===== config.mk =====
export PLATFORM = sky130hd
export DESIGN_NAME = synth_sequencer
export DESIGN_NICKNAME = d
export VERILOG_FILES = /design/src/rtl/synth_sequencer.sv
export SDC_FILE = /design/constraint.sdc
export NUM_CORES = 1
export LEC_CHECK = 0
export ABC_AREA = 1
export ABC_CLOCK_PERIOD_IN_PS = 8400
export BUFFER_PORTS_ARGS = -buffer_cell sky130_fd_sc_hd__buf_2
export CAP_MARGIN = 20
export CORE_MARGIN = 2
export CORE_UTILIZATION = 30
export CTS_CLUSTER_SIZE = 25
export DETAILED_ROUTE_END_ITERATION = 8
export HOLD_SLACK_MARGIN = 0.08
export PLACE_DENSITY = 0.53
export SETUP_SLACK_MARGIN = 0.2
export SLEW_MARGIN = 25
export SYNTH_ARGS = -nofsm -noshare
export SYNTH_HDL_FRONTEND = slang
export SYNTH_SLANG_ARGS = --single-unit

===== constraint.sdc =====
create_clock -name clk -period 8.4 [get_ports clk]
set_input_delay 1.68 -clock clk [delete_from_list [all_inputs] [get_ports clk]]
set_output_delay 1.68 -clock clk [all_outputs]
set_load 0.02 [all_outputs]

===== src/rtl/synth_sequencer.sv =====
// ---------------------------------------------------------------------------
// synth_sequencer
//   Plays a small loadable note table into the 32-bit `scale` input of the
//   phase-accumulator tone generator. Each entry is {scale, duration in
//   ticks}; a tick is TICK_DIV clk cycles. Notes play in table order with an
//   optional silent gap after each one, and the sequence may loop.
//
// Parameters
//   DEPTH_LOG2 : log2 of the number of table entries
//   TICK_DIV   : clk cycles per duration tick (>= 1)
//   GAP_TICKS  : silent ticks after each note (0 = no gap, <= 65535)
//
// Ports
//   clk       : system clock (PLL global clock)
//   rst       : synchronous active-high reset
//   wr_en     : note-table write strobe
//   wr_addr   : table entry to write
//   wr_scale  : scale value for the entry
//   wr_dur    : duration in ticks; 0 marks end of sequence
//   start     : begin playback from entry 0 (pulse, ignored while busy)
//   stop      : abort playback (pulse, wins over start)
//   loop      : sampled with start; 1 = wrap to entry 0 at marker/table end
//   scale     : registered scale to the synth; 0 = silence
//   busy      : high while a sequence is active
//   note_idx  : entry currently being loaded or played
//   done      : one-cycle pulse on natural end of the sequence
// ---------------------------------------------------------------------------
module synth_sequencer #(
    parameter int DEPTH_LOG2 = 4,
    parameter int TICK_DIV   = 1000,
    parameter int GAP_TICKS  = 1
) (
    input  logic                  clk,
    input  logic                  rst,
    input  logic                  wr_en,
    input  logic [DEPTH_LOG2-1:0] wr_addr,
    input  logic [31:0]           wr_scale,
    input  logic [15:0]           wr_dur,
    input  logic                  start,
    input  logic                  stop,
    input  logic                  loop,
    output logic [31:0]           scale,
    output logic                  busy,
    output logic [DEPTH_LOG2-1:0] note_idx,
    output logic                  done
);

    localparam int DEPTH = 1 << DEPTH_LOG2;
    localparam int PW    = (TICK_DIV > 1) ? $clog2(TICK_DIV) : 1;

    localparam logic [PW-1:0]         PRE_MAX  = PW'(TICK_DIV - 1);
    localparam logic [15:0]           GAP_LEN  = 16'(GAP_TICKS);
    localparam logic [DEPTH_LOG2-1:0] IDX_LAST = DEPTH_LOG2'(DEPTH - 1);

    typedef enum logic [1:0] {
        S_IDLE,
        S_LOAD,
        S_PLAY,
        S_GAP
    } state_t;

    state_t state, state_nxt;

    // Note table; contents survive reset.
    logic [31:0] tbl_scale [DEPTH];
    logic [15:0] tbl_dur   [DEPTH];

    logic [PW-1:0]         presc, presc_nxt;
    logic [15:0]           cnt, cnt_nxt;        // note ticks, then gap ticks
    logic [31:0]           note_scale, note_scale_nxt;
    logic                  loop_r, loop_nxt;
    logic [DEPTH_LOG2-1:0] idx_nxt;
    logic [31:0]           scale_nxt;
    logic                  done_nxt;
    logic                  advance;
    logic                  tick;
    logic [31:0]           rd_scale;
    logic [15:0]           rd_dur;

    // Asynchronous read: a write landing on the same edge as a LOAD only
    // becomes visible afterwards, so the LOAD sees the old contents.
    assign rd_scale = tbl_scale[note_idx];
    assign rd_dur   = tbl_dur[note_idx];
    assign tick     = (presc == PRE_MAX);
    assign busy     = (state != S_IDLE);

    always_ff @(posedge clk) begin
        if (wr_en) begin
            tbl_scale[wr_addr] <= wr_scale;
            tbl_dur[wr_addr]   <= wr_dur;
        end
    end

    always_comb begin
        state_nxt      = state;
        idx_nxt        = note_idx;
        cnt_nxt        = cnt;
        note_scale_nxt = note_scale;
        loop_nxt       = loop_r;
        presc_nxt      = '0;
        done_nxt       = 1'b0;
        advance        = 1'b0;

        case (state)
            S_IDLE: begin
                if (start && !stop) begin
                    state_nxt = S_LOAD;
                    idx_nxt   = '0;
                    loop_nxt  = loop;
                end
            end
            S_LOAD: begin
                if (stop) begin
                    state_nxt = S_IDLE;
                end else if (rd_dur != 16'd0) begin
                    note_scale_nxt = rd_scale;
                    cnt_nxt        = rd_dur;
                    state_nxt      = S_PLAY;
                end else if (loop_r && note_idx != '0) begin
                    // End marker while looping: reload entry 0 next cycle.
                    idx_nxt = '0;
                end else begin
                    // Marker at entry 0 while looping would spin forever;
                    // treat it as a natural end instead.
                    state_nxt = S_IDLE;
                    done_nxt  = 1'b1;
                end
            end
            S_PLAY: begin
                if (stop) begin
                    state_nxt = S_IDLE;
                end else begin
                    presc_nxt = tick ? '0 : presc + 1'b1;
                    if (tick) begin
                        cnt_nxt = cnt - 16'd1;
                        if (cnt == 16'd1) begin
                            if (GAP_TICKS > 0) begin
                                state_nxt = S_GAP;
                                cnt_nxt   = GAP_LEN;
                            end else begin
                                advance = 1'b1;
                            end
                        end
                    end
                end
            end
            S_GAP: begin
                if (stop) begin
                    state_nxt = S_IDLE;
                end else begin
                    presc_nxt = tick ? '0 : presc + 1'b1;
                    if (tick) begin
                        cnt_nxt = cnt - 16'd1;
                        if (cnt == 16'd1) advance = 1'b1;
                    end
                end
            end
            default: state_nxt = S_IDLE;
        endcase

        // Step to the next entry once a note (and its gap) has finished.
        if (advance) begin
            if (note_idx != IDX_LAST) begin
                idx_nxt   = note_idx + 1'b1;
                state_nxt = S_LOAD;
            end else if (loop_r) begin
                idx_nxt   = '0;
                state_nxt = S_LOAD;
            end else begin
                state_nxt = S_IDLE;
                done_nxt  = 1'b1;
            end
        end

        // Output register follows the next state so scale changes exactly
        // on the state boundary; everything but PLAY is silent.
        scale_nxt = (state_nxt == S_PLAY) ? note_scale_nxt : 32'd0;
    end

    always_ff @(posedge clk) begin
        if (rst) begin
            state      <= S_IDLE;
            scale      <= 32'd0;
            done       <= 1'b0;
            note_idx   <= '0;
            presc      <= '0;
            loop_r     <= 1'b0;
            cnt        <= 16'd0;
            note_scale <= 32'd0;
        end else begin
            state      <= state_nxt;
            scale      <= scale_nxt;
            done       <= done_nxt;
            note_idx   <= idx_nxt;
            presc      <= presc_nxt;
            loop_r     <= loop_nxt;
            cnt        <= cnt_nxt;
            note_scale <= note_scale_nxt;
        end
    end

endmodule


== After elaboration in Yosys (flattened, before gate mapping) ==
Memories as Yosys holds them, arrays and structs flattened. A register that Yosys moved wholly into a read port is not among the register bits.
Cells that the tools add are included.
Operators by class
  $add $sub $neg: 3
  multiply operators: 0
  divide/modulo/power cells: 0
  magnitude comparators: 0
  equality and inequality tests: 13
  shift operators: 0
  multiplexer cells: 46
  bitwise logic cells: 2
  reduce and logical (&&, ||, !) cells: 13
Operators with widths (count)
  $mux 16: 7
  $mux 32: 3
  $pmux 16 s3: 1
  $mux 4: 9
  $mux 2: 9
  $eq 16x1->1 const B: 1
  $reduce_bool 16->1: 1
  $sub 16x1->16 const B: 1
  $mux 1: 15
  $ne 2x2->1 const B: 6
  $add 10x1->10 const B: 1
  $eq 10x10->1 const B: 1
  $pmux 2 s4: 1
  $pmux 4 s2: 1
  $reduce_and 7->1: 1
  $eq 2x2->1 const B: 3
  $add 4x1->4 const B: 1
  $ne 4x4->1 const B: 1
  $reduce_bool 4->1: 1
  $reduce_or 2->1: 2
  $reduce_or 4->1: 1
  $reduce_bool 3->1: 1
  $eq 2x1->1 const B: 1
  $logic_and 1x1->1: 2
  5 further kinds: 6
Storage, ports and cells
  register bits: 98
  bits in latches: 0
  memory bits (writable): 768
  ROM bits: 0
  bits of input ports: 58
  output and inout port bits: 38
  memories: 2
Memories
  tbl_scale: depth 16, bits a word 32, rd ports 1, clocked after memory_dff 1, write ports 1, RTL line 65  | logic [31:0] tbl_scale [DEPTH];
  tbl_dur: depth 16, bits a word 16, rd ports 1, clocked after memory_dff 1, write ports 1, RTL line 66  | logic [15:0] tbl_dur [DEPTH];

== Depth between registers and ports, before layout ==
  word-level depth: 10
  mapped depth: 19
  gate-level depth less buffers: 17

== Worst setup path after synthesis ==
OpenSTA, ideal clock, no wires.
  kind: input -> register
  start point: input port wr_addr[1]
  end point: memory tbl_dur[10][0], enable pin
  library setup time: 454 ps
  data arrival time: 3902 ps
  required time: 7946 ps
  setup slack: 4045 ps
  stages: 4
  buffers on the path: 0
  cells stage by stage: inv_1 > nor2_1 > nand2_1 > nor2_1
RTL lines
  start, declared: RTL line 36  | input logic [DEPTH_LOG2-1:0] wr_addr,
  end, declared: RTL line 66
No word-level cell before the write port.

== Worst setup path in the final report ==
  start point: register note_idx[0]
  end point: register scale[29]
Between the ends
  cells in the longest elaborated chain, start to end: 10
  elaborated cells on any way between the ends: 12
RTL lines
  start, declared: RTL line 44  | output logic [DEPTH_LOG2-1:0] note_idx,
  start signal, assigned: RTL line 194  | note_idx <= idx_nxt;
  $reduce_bool 4->1: RTL line 119  | end else if (loop_r && note_idx != '0) begin
  $logic_and 1x1->1: RTL line 119
  $mux 2: RTL line 119
  $mux 2: RTL line 115  | end else if (rd_dur != 16'd0) begin
  $mux 2: RTL line 113  | if (stop) begin
  $pmux 2 s4: RTL line 104  | case (state)
  $mux 2 (*): RTL line 162  | if (advance) begin
  $eq 2x2->1 (*): RTL line 177  | scale_nxt = (state_nxt == S_PLAY) ? note_scale_nxt : 32'd0;
  $not 1->1 (no line) (*)
  $reduce_or 2->1 (no line) (*)
  end signal, assigned: RTL line 192  | scale <= scale_nxt;
  end, declared: RTL line 42  | output logic [31:0] scale,
Every way passes the cells marked *; elsewhere a longest branch is shown, timed or not.
A chain may end at the register's enable or synchronous reset.

==> results.toml <==
[outcome]
status = "completed"

[cells_and_area]
area_delta_synth_final_pct = 14.4
nNetsFinal = 3137
regArea_mm2 = 0.0250
design_area_mm2 = 0.0397
fillers = 11300
multi_input_area_mm2 = 0.00832
drive_above_1_share_pct = 10.0

[global_route]
use_met1_pct = 21.2
gr-max-usage-layer = "met2"
grt_first_pass_wirelength_mm = 139
grt_antenna_before_repair = 17
grt_start_max_net_pins = 181
use_met2_pct = 25.6
met3_usage_pct = 3.47
grt_pass1_vias = 21400
grtUsageTotal_pct = 15.8
overflow = 0

[routing]
via_count = 22200
postRouteAntennaNets = 0
wl_mm = 94.3
drtIter0Drc = 1997
via_per_inst = 4.77
drc = 0
wl_per_cell_um = 20.2
drt-pass1-iter-count = 7

[worst_setup_path]
worstPathRequired_ns = 8.88
arrival_ns = 5.80
cp_common_cell = "nand2_1"
cp_slowest_stage_delay_ns = 0.86
start_kind = "flip-flop"
slowest_stage = "o21ai_4"
cp_top_family = "simple AND/OR/NAND/NOR gates"
path_cells = "inv_8, buf_4, nand2_1, nand3_1, nand2_1, nand2_1, nand2_1, nor2_1, nand2_1, nor2_1, nand2_1, o21ai_4, nand2_1, nand2_2, nor3_1"
cp.buffers_inverters = 2
cp-end-kind = "flip-flop"
crit_fanout = 113
path_class = "reg -> reg"

[placement]
post-dp-hpwl_mm = 48.3
port_buffers = 95
gp_congestion = 0.779
place_area_mm2 = 0.0367

[timing]
worst_pin_slew_ns = 1.05
min_period_ns = 5.32
fmax_ghz = 0.188
hold_ws_ns = 0.449
slew_viol_final = 0
max_slew_margin_pct = 30.0
finClkSkew_ns = 0.0330
rsz0062_at_grt = "no"
hold_viol = 0
setup_violations = 0
fin_setup_tns_ns = 0
period_share_pct = 63.4

[floorplan]
fp.dieH_um = 344
initial_utilization_pct = 30.3
coreArea_mm2 = 0.115
dieWidth_um = 344
boundaryPins = 96
dieArea_mm2 = 0.118
rows = 124

[synthesis]
ys_types = 38
synth_seq_area_share_pct = 72.1
synth_area_per_cell_um2 = 11.5
yosysWarnings = 0
synth_commonest_cells = "edfxtp_1, nand2_1, nor2_1"
synthCells = 3029
yosysTopAreaCell = "edfxtp_1"
yosysMostFrequentCell = "edfxtp_1"
synth.cell_area_mm2 = 0.0347
synth_top_area_share_pct = 66.5
synth_area_leaders = "edfxtp_1, nand2_1, dfxtp_1, nor2_1, o21ai_0"
ys_seq_elements = 866
synthArstFlopShare_pct = 0
ys.flop_type = "edfxtp_1"
synth_edf_count = 768
syn_nets = 3092

[clock_network]
cts_tree = "yes"
postCtsHoldBufs = 0
clock_latency_ns = 0.66
clkTransAtPathRegs_ns = 0.06
cts_buffer_depth = 3
cts_resized = 0
h-tree-depth = 3
clockRootBuffer = "clkbuf_16"
cts_sinks = 866
post_cts_buffers = 0
cts_buffers = 88

[flow_run]
cap_violations = 0

[power_and_ir_drop]
power_leakage_uw = 0.0144
ir_drop_mv = 0.146
p_per_area_mw_per_mm2 = 226

[worst_hold_path]
hold_path_class = "reg -> reg"
[registers in the layout, indices dropped and copies added, names as in the netlist]
name        flops
done            1
scale          32
note_idx        4
loop_r          1
presc          10
state           2
note_scale     32
tbl_scale     512
tbl_dur       256
cnt            16
[logic make-up (layout without fill, tap and decap cells)]
group / Yosys count / in the layout / synth area share [%]
xor+xnor: 12 / 12 / 0.303
buf+inv: 361 / 479 / 4.31
fa+ha+maj: 5 / 5 / 0.180
simple gates: 1277 / 1277 / 14.8
compound gates: 508 / 508 / 8.22
other cells: 0 / 4 / 0
flops: 866 / 866 / 72.1
[power breakdown]
part / switching, µW / internal, µW / leakage [µW]
Clock: 1650 / 2280 / 0.00142
Sequential: 21.9 / 4770 / 0.00773
Combinational: 181 / 59.4 / 0.00523
Total: 1860 / 7110 / 0.0144
[area by class of cell]
class                      instances  share of cell area (%)
multi-input combinational       1802                    21.0
clock buffer                     117                    6.19
sequential                       866                    63.1
antenna                            4                  0.0252
clock inverter                    46                    1.12
inverter                         186                    1.79
timing repair buffer             130                    2.02
tap                             1512                    4.77
[layer usage]
metal	vias to the layer above	part of all wire, %
met5	-	0.11
met2	604	47
li1	10600	-
met1	10900	44
met3	140	6.7
met4	18	2.1
[through the flow]
stage	total power (µW)	utilization [%]	instances	setup slack [ns]
global route	9240	34.6	4663	2.48
floorplan	5000	-	3029	4.04
global placement	5120	32.1	4493	3.01
finish	8960	34.6	4663	3.08
CTS	9040	34.6	4658	2.93
detailed placement	5130	32.1	4495	2.94
[path summary, 6_finish.rpt]
path	start	end	slack (ns)	depth (start not counted)
setup / recovery	note_idx[0]	scale[29]	3.08	15
setup reg to reg	note_idx[0]	scale[29]	3.08	15
hold / removal	presc[0]	presc[0]	0.45	1
hold reg to reg	presc[0]	presc[0]	0.45	1
[placed cells by master (no fill, tap or decap), drive strengths merged]
master	instances
o21bai	1
a22o	8
nor3	42
nand4	5
bufinv	7
nand3	112
ha	5
xor2	10
o22ai	133
o21ai	302
edfxtp	768
dfxtp	98
xnor2	2
nor2	430
clkinvlp	4
or2	4
a22oi	1
buf	129
nand3b	2
nor4	4
clkbuf	118
inv	187
a221oi	26
diode	4
clkinv	34
a21oi	34
a31o	1
a31oi	2
nor3b	2
nand2	676
(Power assumes the default switching activity.)
